[src/rtl/aesl_monitor_pkg.sv]
// Shared types and helpers for the AESL co-sim deadlock monitors.
package aesl_monitor_pkg;

  localparam int unsigned MON_CNT_W_DEFAULT = 16;
  localparam int unsigned LSB_MAX_W         = 256;

  typedef enum logic {
    IDLE    = 1'b0,
    BLOCKED = 1'b1
  } mon_state_e;

  // Lowest set bit wins; an all-zero vector returns 0.
  function automatic int unsigned lsb_index(input logic [LSB_MAX_W-1:0] vec);
    int unsigned idx;
    idx = 0;
    for (int unsigned i = LSB_MAX_W; i > 0; i--) begin
      if (vec[i-1]) idx = i - 1;
    end
    return idx;
  endfunction

endpackage

[src/rtl/aesl_lsb_encoder.sv]
// N-bit priority encoder: index of the lowest set request bit plus a valid flag.
module aesl_lsb_encoder
  import aesl_monitor_pkg::*;
#(
  parameter  int unsigned N = 12,
  localparam int unsigned W = (N > 1) ? $clog2(N) : 1
) (
  input  logic [N-1:0] req_i,
  output logic [W-1:0] idx_o,
  output logic         valid_o
);

  logic [LSB_MAX_W-1:0] req_ext;

  assign req_ext = LSB_MAX_W'(req_i);
  assign idx_o   = W'(lsb_index(req_ext));
  assign valid_o = |req_i;

endmodule

[src/rtl/aesl_deadlock_axis_monitor.sv]
// Deadlock monitor for one dataflow instance: masked AXIS block channels, persistence
// threshold, optional sticky flag, first-blocker capture and saturating block counter.
module aesl_deadlock_axis_monitor
  import aesl_monitor_pkg::*;
#(
  parameter  int unsigned N_AXIS    = 12,
  parameter  int unsigned N_IDLE    = 19,
  parameter  int unsigned N_BLOCK   = 16,
  parameter  int unsigned THRESH    = 1,
  parameter  int unsigned STICKY    = 0,
  parameter  int unsigned IDLE_GATE = 1,
  parameter  int unsigned CNT_W     = MON_CNT_W_DEFAULT,
  localparam int unsigned IDX_W     = (N_AXIS > 1) ? $clog2(N_AXIS) : 1
) (
  input  logic               clock,
  input  logic               reset,
  input  logic               enable,
  input  logic [N_AXIS-1:0]  axis_mask,
  input  logic [N_AXIS-1:0]  axis_block_sigs,
  input  logic [N_IDLE-1:0]  inst_idle_sigs,
  input  logic [N_BLOCK-1:0] inst_block_sigs,
  input  logic               clear,
  output logic               block,
  output logic               first_valid,
  output logic [IDX_W-1:0]   first_idx,
  output logic [CNT_W-1:0]   block_count
);

  localparam logic [CNT_W-1:0] CNT_MAX = '1;

  mon_state_e        state_q, state_d;
  logic [CNT_W-1:0]  run_q, run_d;
  logic              fv_q, fv_d;
  logic [IDX_W-1:0]  idx_q, idx_d;
  logic [CNT_W-1:0]  cnt_q, cnt_d;

  logic [N_AXIS-1:0] masked;
  logic              idle_all;
  logic              cond;
  logic [CNT_W:0]    run_p1;
  logic              hit;
  logic [IDX_W-1:0]  enc_idx;
  logic              enc_valid;
  logic              unused_block;

  assign unused_block = ^inst_block_sigs;

  assign masked   = axis_block_sigs & axis_mask;
  assign idle_all = (IDLE_GATE != 0) && (&inst_idle_sigs);
  assign cond     = enable && (|masked) && !idle_all;

  // Compare run+1 against THRESH so THRESH=1 needs no always-true special case.
  assign run_p1   = {1'b0, run_q} + 1'b1;
  assign hit      = cond && (32'(run_p1) >= THRESH);

  aesl_lsb_encoder #(
    .N (N_AXIS)
  ) u_enc (
    .req_i   (masked),
    .idx_o   (enc_idx),
    .valid_o (enc_valid)
  );

  always_comb begin
    state_d = state_q;
    run_d   = run_q;
    fv_d    = fv_q;
    idx_d   = idx_q;
    cnt_d   = cnt_q;
    if (clear) begin
      state_d = IDLE;
      run_d   = '0;
      fv_d    = 1'b0;
      idx_d   = '0;
      cnt_d   = '0;
    end else begin
      if (!cond)                run_d = '0;
      else if (run_q != CNT_MAX) run_d = run_q + 1'b1;

      if (cond && (run_q == '0) && !fv_q && enc_valid) begin
        fv_d  = 1'b1;
        idx_d = enc_idx;
      end

      if ((state_q == BLOCKED) && (cnt_q != CNT_MAX)) cnt_d = cnt_q + 1'b1;

      unique case (state_q)
        IDLE:    if (hit) state_d = BLOCKED;
        BLOCKED: if ((STICKY == 0) && !cond) state_d = IDLE;
        default: state_d = IDLE;
      endcase
    end
  end

  always_ff @(posedge clock or negedge reset) begin
    if (!reset) begin
      state_q <= IDLE;
      run_q   <= '0;
      fv_q    <= 1'b0;
      idx_q   <= '0;
      cnt_q   <= '0;
    end else begin
      state_q <= state_d;
      run_q   <= run_d;
      fv_q    <= fv_d;
      idx_q   <= idx_d;
      cnt_q   <= cnt_d;
    end
  end

  assign block       = (state_q == BLOCKED);
  assign first_valid = fv_q;
  assign first_idx   = idx_q;
  assign block_count = cnt_q;

endmodule

[config.mk]
export PLATFORM = sky130hd
export DESIGN_NAME = aesl_deadlock_axis_monitor
export DESIGN_NICKNAME = d
export VERILOG_FILES = /design/src/rtl/aesl_monitor_pkg.sv /design/src/rtl/aesl_lsb_encoder.sv /design/src/rtl/aesl_deadlock_axis_monitor.sv
export SDC_FILE = /design/constraint.sdc
export NUM_CORES = 1
export LEC_CHECK = 0
export ABC_AREA = 1
export CORE_MARGIN = 4
export CORE_UTILIZATION = 45
export CTS_CLUSTER_SIZE = 20
export DETAILED_ROUTE_END_ITERATION = 8
export PLACE_DENSITY = 0.78
export REMOVE_ABC_BUFFERS = 1
export SLEW_MARGIN = 20
export SYNTH_ARGS = -nofsm -noshare
export SYNTH_HDL_FRONTEND = slang
export SYNTH_SLANG_ARGS = --single-unit
[constraint.sdc]
create_clock -name clock -period 2.4 [get_ports clock]
set_input_delay 0.48 -clock clock [delete_from_list [all_inputs] [get_ports clock]]
set_output_delay 0.48 -clock clock [all_outputs]
set_load 0.01 [all_outputs]
### After elaboration in Yosys (flattened, before gate mapping)

Index checks and enable logic that the tools add are counted.

| cells by class | value |
|---|---|
| bitwise gates (word level) | 2 |
| add/sub/neg operators | 3 |
| $lt $le $gt $ge | 1 |
| eq/ne operators | 3 |
| multiplexer cells | 25 |
| reductions and logical operators | 14 |

Operators by type and width:

| kind | count |
|---|---|
| 16-bit 2-to-1 mux | 5 |
| 4-bit 2-to-1 mux | 14 |
| 16-bit by 1-bit adder with 16-bit output, second input constant | 2 |
| 16-bit != test, second input constant | 2 |
| 19-bit AND reduction | 1 |
| 16-bit by 1-bit adder with 17-bit output, second input constant | 1 |
| 17-bit by 1-bit greater-or-equal comparator with 1-bit output, second input constant | 1 |
| 16-bit logical NOT | 1 |
| 12-bit bitwise AND | 1 |
| 12-bit OR reduction | 1 |
| 1-bit logical AND | 7 |
| 1-bit 2-to-1 mux | 5 |
| 2-bit nonzero test | 2 |
| 3-bit by 2-bit != test with 1-bit output, second input constant | 1 |
| 1-bit logical NOT | 2 |
| 1-bit case mux with 2 select lines | 1 |
| 1-bit NOT | 1 |

| storage, ports and cells | value |
|---|---|
| register bits after elaboration | 38 |
| bits of input ports | 63 |

### Logic depth before layout (Yosys ltp)

Gate-level depths: netlist of run 1.

| logic depth | value |
|---|---|
| word-level depth | 15 |
| gate-level depth with buffers | 14 |

### Cells and area by module

A second synthesis of run 1 with hierarchy kept.

| unflattened totals | value |
|---|---|
| cell total of the unflattened synthesis | 391 |
| area total of the unflattened synthesis | 2603.7 um^2 |

By module, submodules not included:

| module | area each (um^2) | times used | cells an instance |
|---|---|---|---|
| aesl_deadlock_axis_monitor | 2436.1 | 1 | 356 |
| aesl_lsb_encoder | 167.7 | 1 | 35 |

### Worst setup path after synthesis of run 1

Ideal clock, no wire load.

| timing | value |
|---|---|
| path type | register to register |
| start | register cnt_q[0] (netlist: block_count[0]) |
| end | register cnt_q[3] (netlist: block_count[3]) |
| setup time | 0.117 ns |
| path buffers | 1 |
| path slack | 0.700 ns |
| cell stages (with the launch flop) | 12 |
| arrival | 1.582 ns |
| cell sequence | dfrtp_1 -> ha_1 -> nand2_1 -> inv_1 -> nand2_1 -> nor2_4 -> nand2_2 -> o21ai_4 -> buf_6 -> nor2_1 -> o21ai_1 -> nor2_1 |

| on the way | value |
|---|---|
| cells in the longest elaborated chain, start to end | 3 |
| elaborated cells between the ends (all ways) | 6 |
| classes of those cells | add/sub (1); eq/ne (1); mux (2); reduce/logical (2) |

Ends and longest elaborated chain:

| item | RTL line | source |
|---|---|---|
| start, declared | aesl_deadlock_axis_monitor.sv:35 | `logic [CNT_W-1:0] cnt_q, cnt_d;` |
| start signal, assigned | aesl_deadlock_axis_monitor.sv:107 | `cnt_q <= cnt_d;` |
| 16-bit by 1-bit adder with 16-bit output or 16-bit != test (tied branches) | aesl_deadlock_axis_monitor.sv:85 | `if ((state_q == BLOCKED) && (cnt_q != CNT_MAX)) cnt_d = cnt_q + 1'b1;` |
| 16-bit 2-to-1 mux or 1-bit logical AND (tied branches) | aesl_deadlock_axis_monitor.sv:85 |  |
| 16-bit 2-to-1 mux or 2-bit nonzero test (tied branches) | - |  |

Parallel ways exist; a longest one is shown, timed or not. The select of a mux whose other input is x is not followed.
A chain may end at the register's enable or synchronous reset.

### Worst setup path in the final report of run 1

| timing | value |
|---|---|
| start | register cnt_q[0] (netlist: block_count[0]) |
| end | register cnt_q[4] (netlist: block_count[4]) |

The elaborated chain is that of the path after synthesis.

==> metrics.txt, run 1 <==
startpoint type of the worst setup path=flip-flop; share of layout cells above drive strength 1=5.83%; initial antenna violation count=0; Fin. Hold Viols=0; number of synthesized flops with an enable pin=0; Vias=roughly 2600; post-synthesis cell area=2430 µm²; internal reg-to-reg setup slack=330 ps; per-cell routed wire length=13.2 µm; H-tree Lvls=2; Post-Syn Instances=354; Final period util=86.2%; vias per cell=5.26; Yosys cell types=29; LEAKAGE=0.00149 µW; vias in the first global route=2587; critical path endpoint category=flip-flop; final setup fails=0; largest net degree at the start of global routing=25; die area=about 6600 µm²; M1 wire length=2.76 mm; # fillers=474; FF+latch count, synth=38; initial core utilization=between 40% and 50%; worst-path maximum fanout=8; HP Class=in2async; Top FF cell, synth=dfrtp_1; PwrDens=roughly 430 nW/µm²; top routing layer in use=met4; clk sinks=38; Clock Latency Late Sink=between 200 and 300 ps; Final Slew Violations=0; register area share after synthesis=39.1%; CTS resizes=0; num ports=85; met2 wire length=about 3.4 mm; area share of the largest cell type after synthesis=about two fifths; diode count=0; cell taking the most area after synthesis=dfrtp_1; Register Area=951 µm²; NumNets Final=495; peak supply drop=around 260 µV; asr flop ratio synth=100%; post-route ant nets=0; worst slack at placement=294 ps; f_max=483 MHz; Critical Path RT=between 2000 and 3000 ps; status=finished, final reports clean; clk buf depth=2; min Tclk post-route=2070 ps; Post-Route WL=6.57 mm; RSZ-0062 raised after global routing=no; # port buffers=68; die height=81.5 µm; Synth Area per Inst=6.87 µm²; CTS Root Buffer Type=clkbuf_8; GP Congestion=between 0.9 and 1; Rel. slew slack=63.7%; area of the multi-input gates=1310 µm²; DP HPWL=5.12 mm; First DRT Iteration DRCs=153; met3 WL=around 330 µm; CTS buffer count=5; Synth Warn #=0; clock slew seen by the registers of the worst setup and hold paths=80 ps; Worst-Margin Slew=545 ps; worst setup margin=between 300 and 400 ps; Setup Buffers After CTS=0; Die W=81.5 µm; Syn-to-layout area delta=36.1%; overall fraction of global-route tracks in use=21.4%; Max Cap Violations=0; clk_skew=10.4 ps; grt ovf=0; Post-CTS Hold Buffers=0; DRC=0; DRT Pass-1 Iters=6; Crit Path Category=reg2reg; post-route setup TNS=0 ps; top cells by area, synth=dfrtp_1, nand2_1, nor2_1, nand3_1, inv_1; Critical Path AT=2270 ps; global-route wire length before repair=11.2 mm; clock tree from TritonCTS=built; Row Count=26; core region area=between 5000 and 6000 µm²
## synth_stat cells, types with 3 or more instances
cell / n
nor2_1: 46
inv_1: 35
o21ai_0: 9
nor2_2: 4
nand3b_1: 3
nand4_1: 13
a21oi_1: 16
a31oi_1: 5
nor4_1: 5
ha_1: 3
dfrtp_1: 38
nor3_1: 9
nand2_1: 109
nand3_1: 28
o21ai_1: 4
xor2_1: 8
## per-layer routing
| layer | track usage [%] | up-vias |
|---|---|---|
| li1 | - | 1307 |
| met1 | 26.6 | 1219 |
| met2 | 38.3 | 83 |
| met3 | 3.18 | 16 |
| met4 | 5.91 | 0 |
| met5 | 0 | - |
## placed cells by master, fill, tap and decap left out, types with 2 or more instances in the layout
cell | netlist | routed
nand2_1 | 109 | 109
clkdlybuf4s50_1 | 0 | 67
nor2_1 | 46 | 46
dfrtp_1 | 38 | 38
inv_1 | 35 | 35
nand3_1 | 28 | 28
a21oi_1 | 16 | 16
nand4_1 | 13 | 13
o21ai_0 | 9 | 9
nor3_1 | 9 | 9
xor2_1 | 8 | 8
clkbuf_8 | 0 | 6
a31oi_1 | 5 | 5
nor4_1 | 5 | 5
buf_4 | 0 | 5
nor2_2 | 4 | 4
o21ai_1 | 4 | 4
nand3b_1 | 3 | 3
ha_1 | 3 | 3
or2_2 | 2 | 2
nand2_2 | 2 | 2
o31ai_1 | 2 | 2
inv_2 | 2 | 2
## cells by family after synthesis
family	share of synthesized area, %
fa+ha+maj	1.54
xor+xnor	3.24
compound gates	8.84
flops	39.1
simple gates	40.2
buf+inv	7.15
## where the power goes
part	internal [µW]	leakage [µW]	total [µW]	switching [µW]
sequential	651	0.000526	663	11.9
combinational	116	0.000903	217	100
clock	333	0.0000573	557	224
## metrics by stage
step / power (µW) / instance area [µm²] / hold WS [ps] / utilization, % / cells
after detailed placement: 892 / 3200 / 502 / 61.9 / 492
final: 1440 / 3310 / 170 / 64.0 / 499
after floorplan: 754 / 2400 / 184 / - / 349
after global placement: 888 / 3200 / 495 / 61.9 / 492
after CTS: 1450 / 3310 / 184 / 64.0 / 499
after global routing: 1500 / 3310 / 204 / 64.0 / 499
## worst paths after layout
kind | from | end | cells past startpoint
hold / removal | reset | run_q[15]$_DFFE_PN0P_ | 1
setup reg to reg | block_count[0]$_DFFE_PN0P_ | block_count[4]$_DFFE_PN0P_ | 11
min in group clock | first_idx[2]$_DFFE_PN0P_ | first_idx[2]$_DFFE_PN0P_ | 2
hold reg to reg | first_idx[2]$_DFFE_PN0P_ | first_idx[2]$_DFFE_PN0P_ | 2
max in group asynchronous | reset | block_count[13]$_DFFE_PN0P_ | 2
setup / recovery | block_count[0]$_DFFE_PN0P_ | block_count[4]$_DFFE_PN0P_ | 11
## layout make-up
type,instances,share of cell area [%]
tap,70,2.64
sequential,38,28.7
inverter,37,4.19
clock inverter,1,0.907
multi-input combinational,274,39.5
clock buffer,6,2.49
timing repair buffer,73,21.5
## critical path, cell delays in order (launching register included)
cell	delay, ps
dfrtp_1	460
ha_1	230
nand2_1	90
inv_1	70
nand2_1	130
nor2_4	130
nand2_2	80
o21ai_4	280
nand2_1	230
inv_1	150
nand2_1	60
o31ai_1	60
## flip-flops by register name (all words and copies together), names as in the netlist
signal and cells:
block 1, block_count 16, first_idx 4, first_valid 1
run_q 16
Power figures use the tool's default switching activity.
==> inputs of run 2 (changes only) <==
--- a/config.mk
+++ b/config.mk
@@ -5,12 +5,12 @@
 export SDC_FILE = /design/constraint.sdc
 export NUM_CORES = 1
 export LEC_CHECK = 0
-export ABC_AREA = 1
+export ABC_AREA = 0
 export CORE_MARGIN = 4
 export CORE_UTILIZATION = 45
 export CTS_CLUSTER_SIZE = 20
 export DETAILED_ROUTE_END_ITERATION = 8
-export PLACE_DENSITY = 0.78
+export PLACE_DENSITY = 0.79
 export REMOVE_ABC_BUFFERS = 1
 export SLEW_MARGIN = 20
 export SYNTH_ARGS = -nofsm -noshare
==> metrics.txt, run 2 <==
post-route setup TNS=0 ps (unchanged); top cells by area, synth=dfrtp_1, nor2_1, xor2_1, a21oi_1, nand2_1 (was dfrtp_1, nand2_1, nor2_1, nand3_1, inv_1); # port buffers=68 (unchanged); DRT Pass-1 Iters=4 (was 6); most frequent cells in the layout=clkdlybuf4s50_1, dfrtp_1, nor2_1, nand2_1, a21oi_1 (was nand2_1, clkdlybuf4s50_1, nor2_1, dfrtp_1, inv_1); met3 WL=353 µm (was 325 µm); Crit Path Category=reg2reg (unchanged); core region area=4880 µm² (was 5170 µm²); synth cell count leaders=dfrtp_1, nor2_1, nand2_1 (was nand2_1, nor2_1, dfrtp_1); Fin. Hold Viols=0 (unchanged); RSZ-0062 raised after global routing=no (unchanged); Synth Area per Inst=8.80 µm² (was 6.87 µm²); Post-Route WL=5.97 mm (was 6.57 mm); status=finished, final reports clean (unchanged); CTS Root Buffer Type=clkbuf_8 (unchanged); internal reg-to-reg setup slack=370 ps (was 330 ps); startpoint type of the worst setup path=flip-flop (unchanged); FF+latch count, synth=38 (unchanged); most common cell in the netlist=dfrtp_1 (was nand2_1); clock tree from TritonCTS=built (unchanged); area share of the largest cell type after synthesis=40.6% (was 39.1%); grt ovf=0 (unchanged); XOR/XNOR share of the synthesized area=8.98% (was 3.24%); Clock Latency Late Sink=290 ps (about the same); cells on worst reg2reg path=8 (was 11); f_max=494 MHz (was 483 MHz); global-route wire length before repair=9.56 mm (was 11.2 mm); overall fraction of global-route tracks in use=18.7% (was 21.4%); CTS buffer count=5 (unchanged); asr flop ratio synth=100% (unchanged); main combinational cell family by area after synthesis=simple AND/OR/NAND/NOR gates (unchanged); largest net degree at the start of global routing=39 (was 25); PwrDens=415 nW/µm² (was 434 nW/µm²); met2 wire length=3.08 mm (was 3.37 mm); Final Power=1310 µW (was 1440 µW); CTS resizes=0 (unchanged); vias in the first global route=2107 (was 2587); Syn-to-layout area delta=34.6% (was 36.1%); sequential share of power=50.5% (was 46.2%); final setup fails=0 (unchanged); HP Class=in2async (unchanged); post-synthesis cell area=2340 µm² (was 2430 µm²); NumNets Final=397 (was 495); number of synthesized flops with an enable pin=0 (unchanged); Comb pwr share=14.4% (was 15.1%); initial core utilization=48.0% (was 47.0%); LEAKAGE=0.00123 µW (was 0.00149 µW); Max Cap Violations=0 (unchanged); register area share after synthesis=40.6% (was 39.1%); cell taking the most area after synthesis=dfrtp_1 (unchanged); worst setup margin=374 ps (was 332 ps); clock network power share=35.0% (was 38.7%); Psw=317 µW (was 337 µW); Worst path top cell family by delay=simple AND/OR/NAND/NOR gates (unchanged); adder and majority gate portion of the synthesized area=1.60% (was 1.54%); Top FF cell, synth=dfrtp_1 (unchanged); min Tclk post-route=2030 ps (was 2070 ps); DRC=0 (unchanged); clk_skew=6.94 ps (was 10.4 ps); worst-path maximum fanout=8 (unchanged); Final period util=84.4% (was 86.2%); worst slack at placement=92.6 ps (was 294 ps); GP Congestion=0.816 (was 0.931); Crit path buffers/inverters=2 (unchanged); Post-Syn Instances=266 (was 354); CP peak stage delay=470 ps (was 460 ps); clk buf depth=2 (unchanged); Rel. slew slack=43.5% (was 63.7%); peak supply drop=326 µV (was 258 µV); commonest non-fill, non-tap cell in the layout=clkdlybuf4s50_1 (was nand2_1); Final Slew Violations=0 (unchanged); crit-path cells=ha_1 > inv_1 > nor2_1 > nand4_1 > buf_4 > o21ai_0 > nor4_1 > a31oi_1 (was ha_1 > nand2_1 > inv_1 > nand2_1 > nor2_4 > nand2_2 > o21ai_4 > nand2_1 > inv_1 > nand2_1 > o31ai_1); Setup Buffers After CTS=0 (unchanged); Worst-Margin Slew=848 ps (was 545 ps); per-cell routed wire length=15.0 µm (was 13.2 µm); die area=6420 µm² (was 6650 µm²); post-synthesis compound-gate area fraction=15.9% (was 8.84%); Post-CTS Hold Buffers=0 (unchanged); Worst path slowest cell=dfrtp_1 (unchanged); Pint=992 µW (was 1100 µW); post-route ant nets=0 (unchanged); top routing layer in use=met4 (unchanged); Critical Path RT=2620 ps (was 2600 ps); num ports=85 (unchanged); Die W=80.1 µm (was 81.5 µm); sw frac=24.2% (was 23.4%); # fillers=453 (was 474); initial antenna violation count=0 (unchanged); vias per cell=5.74 (was 5.26); post-synthesis mux area share=0.428% (was 0%); Synth Warn #=0 (unchanged); critical path endpoint category=flip-flop (unchanged); DP HPWL=4.52 mm (was 5.12 mm); Vias=2289 (was 2625); H-tree Lvls=2 (unchanged); Yosys cell types=48 (was 29); First DRT Iteration DRCs=134 (was 153); Worst path depth=8 (was 11); share of layout cells above drive strength 1=6.93% (was 5.83%); die height=80.1 µm (was 81.5 µm); clk sinks=38 (unchanged); clock slew seen by the registers of the worst setup and hold paths=80 ps (about the same); diode count=0 (unchanged); Row Count=25 (was 26); Critical Path AT=2240 ps (was 2270 ps); M1 wire length=2.49 mm (was 2.76 mm); Simple-Gate Fraction of Synth Area=28.5% (was 40.2%)
run 2: changes by cell type after synthesis, sizes merged, moves of 6 or more:
cell / change
clkbuf: +6
inv: -31
nand2: -86
nand3: -13
nor2: -17
xnor2: +9
xor2: +6
run 2: cells by family after synthesis:
kind of cell    after synthesis
simple gates                124
buf+inv                      20
compound gates               56
fa+ha+maj                     3
mux                           1
flops                        38
xor+xnor                     24
run 2: metrics by stage:
stage                     area (µm²)  instances  hold slack [ps]  util (%)
after floorplan                 2270        252              184         -
after global placement          3060        391              513      62.7
after detailed placement        3060        391              530      62.7
after CTS                       3150        399              308      64.6
after global routing            3150        399              350      64.6
final                           3150        399              290      64.6
run 2: power by group through the flow:
stage	clock [µW]	sequential, µW	combinational, µW
after CTS	466	661	191
final	459	661	189
after detailed placement	0	674	191
after global placement	0	674	185
after floorplan	0	676	53.8
after global routing	494	663	207
run 2: cell type report:
cell class	count	area (µm²)	area share [%]
tap	67	83.8	2.66
timing repair buffer	72	706	22.4
sequential	38	951	30.2
clock buffer	7	86.3	2.74
inverter	6	22.5	0.715
clock inverter	1	5.00	0.159
multi-input combinational	208	1300	41.2
run 2: layer usage:
layer	track usage (%)	vias up
met4	6.08	0
li1	-	1105
met1	22.6	1107
met2	32.8	72
met3	4.15	5
met5	0	-
run 2: final timing paths:
check | start | to
max in group asynchronous | reset | run_q[9]$_DFFE_PN0P_
hold / removal | reset | block_count[9]$_DFFE_PN0P_
min in group clock | first_idx[3]$_DFFE_PN0P_ | first_idx[3]$_DFFE_PN0P_
setup reg to reg | run_q[0]$_DFFE_PN0P_ | block$_DFF_PN0_
setup / recovery | run_q[0]$_DFFE_PN0P_ | block$_DFF_PN0_
hold reg to reg | first_idx[3]$_DFFE_PN0P_ | first_idx[3]$_DFFE_PN0P_
run 2: worst reg2reg max path, stage by stage (launching register included):
cell	delay, ps
dfrtp_1	470
ha_1	320
inv_1	120
nor2_1	370
nand4_1	180
buf_4	200
o21ai_0	70
nor4_1	60
a31oi_1	160
==> inputs of run 3 (changes only) <==
--- a/config.mk
+++ b/config.mk
@@ -7,10 +7,10 @@
 export LEC_CHECK = 0
 export ABC_AREA = 0
 export CORE_MARGIN = 4
-export CORE_UTILIZATION = 45
+export CORE_UTILIZATION = 41
 export CTS_CLUSTER_SIZE = 20
 export DETAILED_ROUTE_END_ITERATION = 8
-export PLACE_DENSITY = 0.79
+export PLACE_DENSITY = 0.75
 export REMOVE_ABC_BUFFERS = 1
 export SLEW_MARGIN = 20
 export SYNTH_ARGS = -nofsm -noshare
==> constraint.sdc (replaced) <==
create_clock -name clock -period 1.7 [get_ports clock]
set_input_delay 0.34 -clock clock [delete_from_list [all_inputs] [get_ports clock]]
set_output_delay 0.34 -clock clock [all_outputs]
set_load 0.01 [all_outputs]
==> metrics.txt, run 3 (synthesis gave the netlist of run 2 again) <==
clock slew seen by the registers of the worst setup and hold paths=90 ps (was 80 ps); initial core utilization=42.5% (was 48.0%); post-route setup TNS=-41.8 ps (was 0 ps); PwrDens=538 nW/µm² (was 415 nW/µm²); largest net degree at the start of global routing=39 (unchanged); DP HPWL=5.15 mm (was 4.52 mm); Row Count=27 (was 25); CTS buffer count=5 (unchanged); CTS Root Buffer Type=clkbuf_8 (unchanged); Final period util=101% (was 84.4%); LEAKAGE=0.00174 µW (was 0.00123 µW); clock network power share=38.3% (was 35.0%); commonest non-fill, non-tap cell in the layout=buf_4 (was clkdlybuf4s50_1); worst-path maximum fanout=6 (was 8); sequential share of power=44.5% (was 50.5%); GP Congestion=0.892 (was 0.816); DRC=0 (unchanged); Worst path top cell family by delay=simple AND/OR/NAND/NOR gates (unchanged); Critical Path AT=1900 ps (was 2240 ps); H-tree Lvls=2 (unchanged); Worst path slowest cell=dfrtp_2 (was dfrtp_1); vias per cell=5.41 (was 5.74); NumNets Final=463 (was 397); crit-path cells=buf_4 > or2_4 > a211oi_2 > o21ai_1 > nor4_1 > a31oi_1 (was ha_1 > inv_1 > nor2_1 > nand4_1 > buf_4 > o21ai_0 > nor4_1 > a31oi_1); peak supply drop=480 µV (was 326 µV); clk sinks=38 (unchanged); Comb pwr share=17.2% (was 14.4%); grt ovf=0 (unchanged); clk_skew=11.6 ps (was 6.94 ps); cells on worst reg2reg path=6 (was 8); Worst-Margin Slew=314 ps (was 848 ps); Crit Path Category=reg2reg (unchanged); global-route wire length before repair=11.9 mm (was 9.56 mm); RSZ-0062 raised after global routing=yes (was no); vias in the first global route=2561 (was 2107); Crit path buffers/inverters=1 (was 2); RR Startpoint=run_q[2]$_DFFE_PN0P_ (was run_q[0]$_DFFE_PN0P_); critical path endpoint category=flip-flop (unchanged); core region area=5510 µm² (was 4880 µm²); initial antenna violation count=0 (unchanged); final setup fails=2 (was 0); HP Class=in2async (unchanged); worst slack at placement=-421 ps (was 92.6 ps); Post-Route WL=7.44 mm (was 5.97 mm); Syn-to-layout area delta=66.4% (was 34.6%); sw frac=25.2% (was 24.2%); Final Slew Violations=0 (unchanged); die area=6980 µm² (was 6420 µm²); Fin. Hold Viols=0 (unchanged); Clock Latency Late Sink=310 ps (was 290 ps); Critical Path RT=1880 ps (was 2620 ps); post-route ant nets=0 (unchanged); Max Cap Violations=0 (unchanged); FF-to-FF End=block$_DFF_PN0_ (unchanged); First DRT Iteration DRCs=149 (was 134); diode count=0 (unchanged); Vias=2541 (was 2289); clock tree from TritonCTS=built (unchanged); most frequent cells in the layout=buf_4, clkdlybuf4s50_1, nor2_1, dfrtp_1, nand2_1 (was clkdlybuf4s50_1, dfrtp_1, nor2_1, nand2_1, a21oi_1); clk buf depth=2 (unchanged); overall fraction of global-route tracks in use=20.3% (was 18.7%); min Tclk post-route=1720 ps (was 2030 ps); Rel. slew slack=78.8% (was 43.5%); die height=83.6 µm (was 80.1 µm); Psw=529 µW (was 317 µW); per-cell routed wire length=15.8 µm (was 15.0 µm); DRT Pass-1 Iters=4 (unchanged); # port buffers=68 (unchanged); Die W=83.6 µm (was 80.1 µm); Final Power=2100 µW (was 1310 µW); internal reg-to-reg setup slack=-20 ps (was 370 ps); crit path launch=run_q[2]$_DFFE_PN0P_ (was run_q[0]$_DFFE_PN0P_); CP peak stage delay=460 ps (was 470 ps); status=complete, but fails checks (was finished, final reports clean); worst setup margin=-21.8 ps (was 374 ps); failing checks=negative setup slack; num ports=85 (unchanged); f_max=581 MHz (was 494 MHz); share of layout cells above drive strength 1=30.2% (was 6.93%); Pint=1570 µW (was 992 µW); startpoint type of the worst setup path=flip-flop (unchanged)
## run 3: changes by cell type in the layout (fill, tap and decap cells not counted), moves of 3 or more
cell             previous run  this run
o21ai_0                    10         7
nor2_1                     34        31
dlymetal6s2s_1              0         6
dfrtp_2                     0         7
inv_1                       6         3
clkdlybuf4s50_1            67        60
ha_1                        3         0
buf_4                       4        66
dfrtp_1                    38        31
inv_2                       0         3
## run 3: how the worst max path moves through the flow
stage,cells past startpoint,endpoint,slack (ps)
finish,6,block$_DFF_PN0_,-20
floorplan,7,block$_DFF_PN0_,-220
detailed placement,7,first_idx[2]$_DFFE_PN0P_,-420
global route,8,block$_DFF_PN0_,-180
global placement,7,first_idx[0]$_DFFE_PN0P_,-360
CTS,6,block$_DFF_PN0_,-40
## run 3: tightest hold or removal path, stage by stage
cell and delay, ps:
dlygate4sd3_1 530, buf_2 130, buf_12 210
## run 3: stage by stage
step | utilization (%) | area, µm² | hold slack, ps | instances
after floorplan | - | 2270 | 44.4 | 252
after global placement | 63.4 | 3490 | 323 | 449
after detailed placement | 63.4 | 3490 | 323 | 449
after CTS | 68.7 | 3780 | 535 | 465
after global routing | 70.8 | 3900 | 556 | 470
final | 70.8 | 3900 | 535 | 470
## run 3: power by group through the flow
stage,sequential [µW],clock (µW),combinational [µW]
after floorplan,954,0,76.0
after global placement,946,0,311
after detailed placement,947,0,318
after CTS,932,809,339
after global routing,935,858,388
final,933,803,360
## run 3: routing by layer
metal  wire length, µm  part of all wire (%)  global-route usage (%)
met1              3050                    41                    24.6
met2              3980                    53                    36.8
met3               295                   4.0                    4.34
met4               117                   1.6                    4.53
met5                 0                     0                       0
## run 3: final cells by class
class	instances	area, µm²
fillers	389	1610
flip-flops and latches	38	960
multi-input cells	208	1460
clock buffers	5	68.8
well taps	72	90.1
clock inverters	3	45.0
inverters	6	22.5
repair buffers	138	1250
## run 3: what timing repair did
item,CTS,global route
cloned,0,0
hold buffers,1,0
endpoints found under the hold margin,25,0
resized for setup,29,24
endpoints found under the setup margin,22,30
pin swaps,13,13
setup buffers,7,5
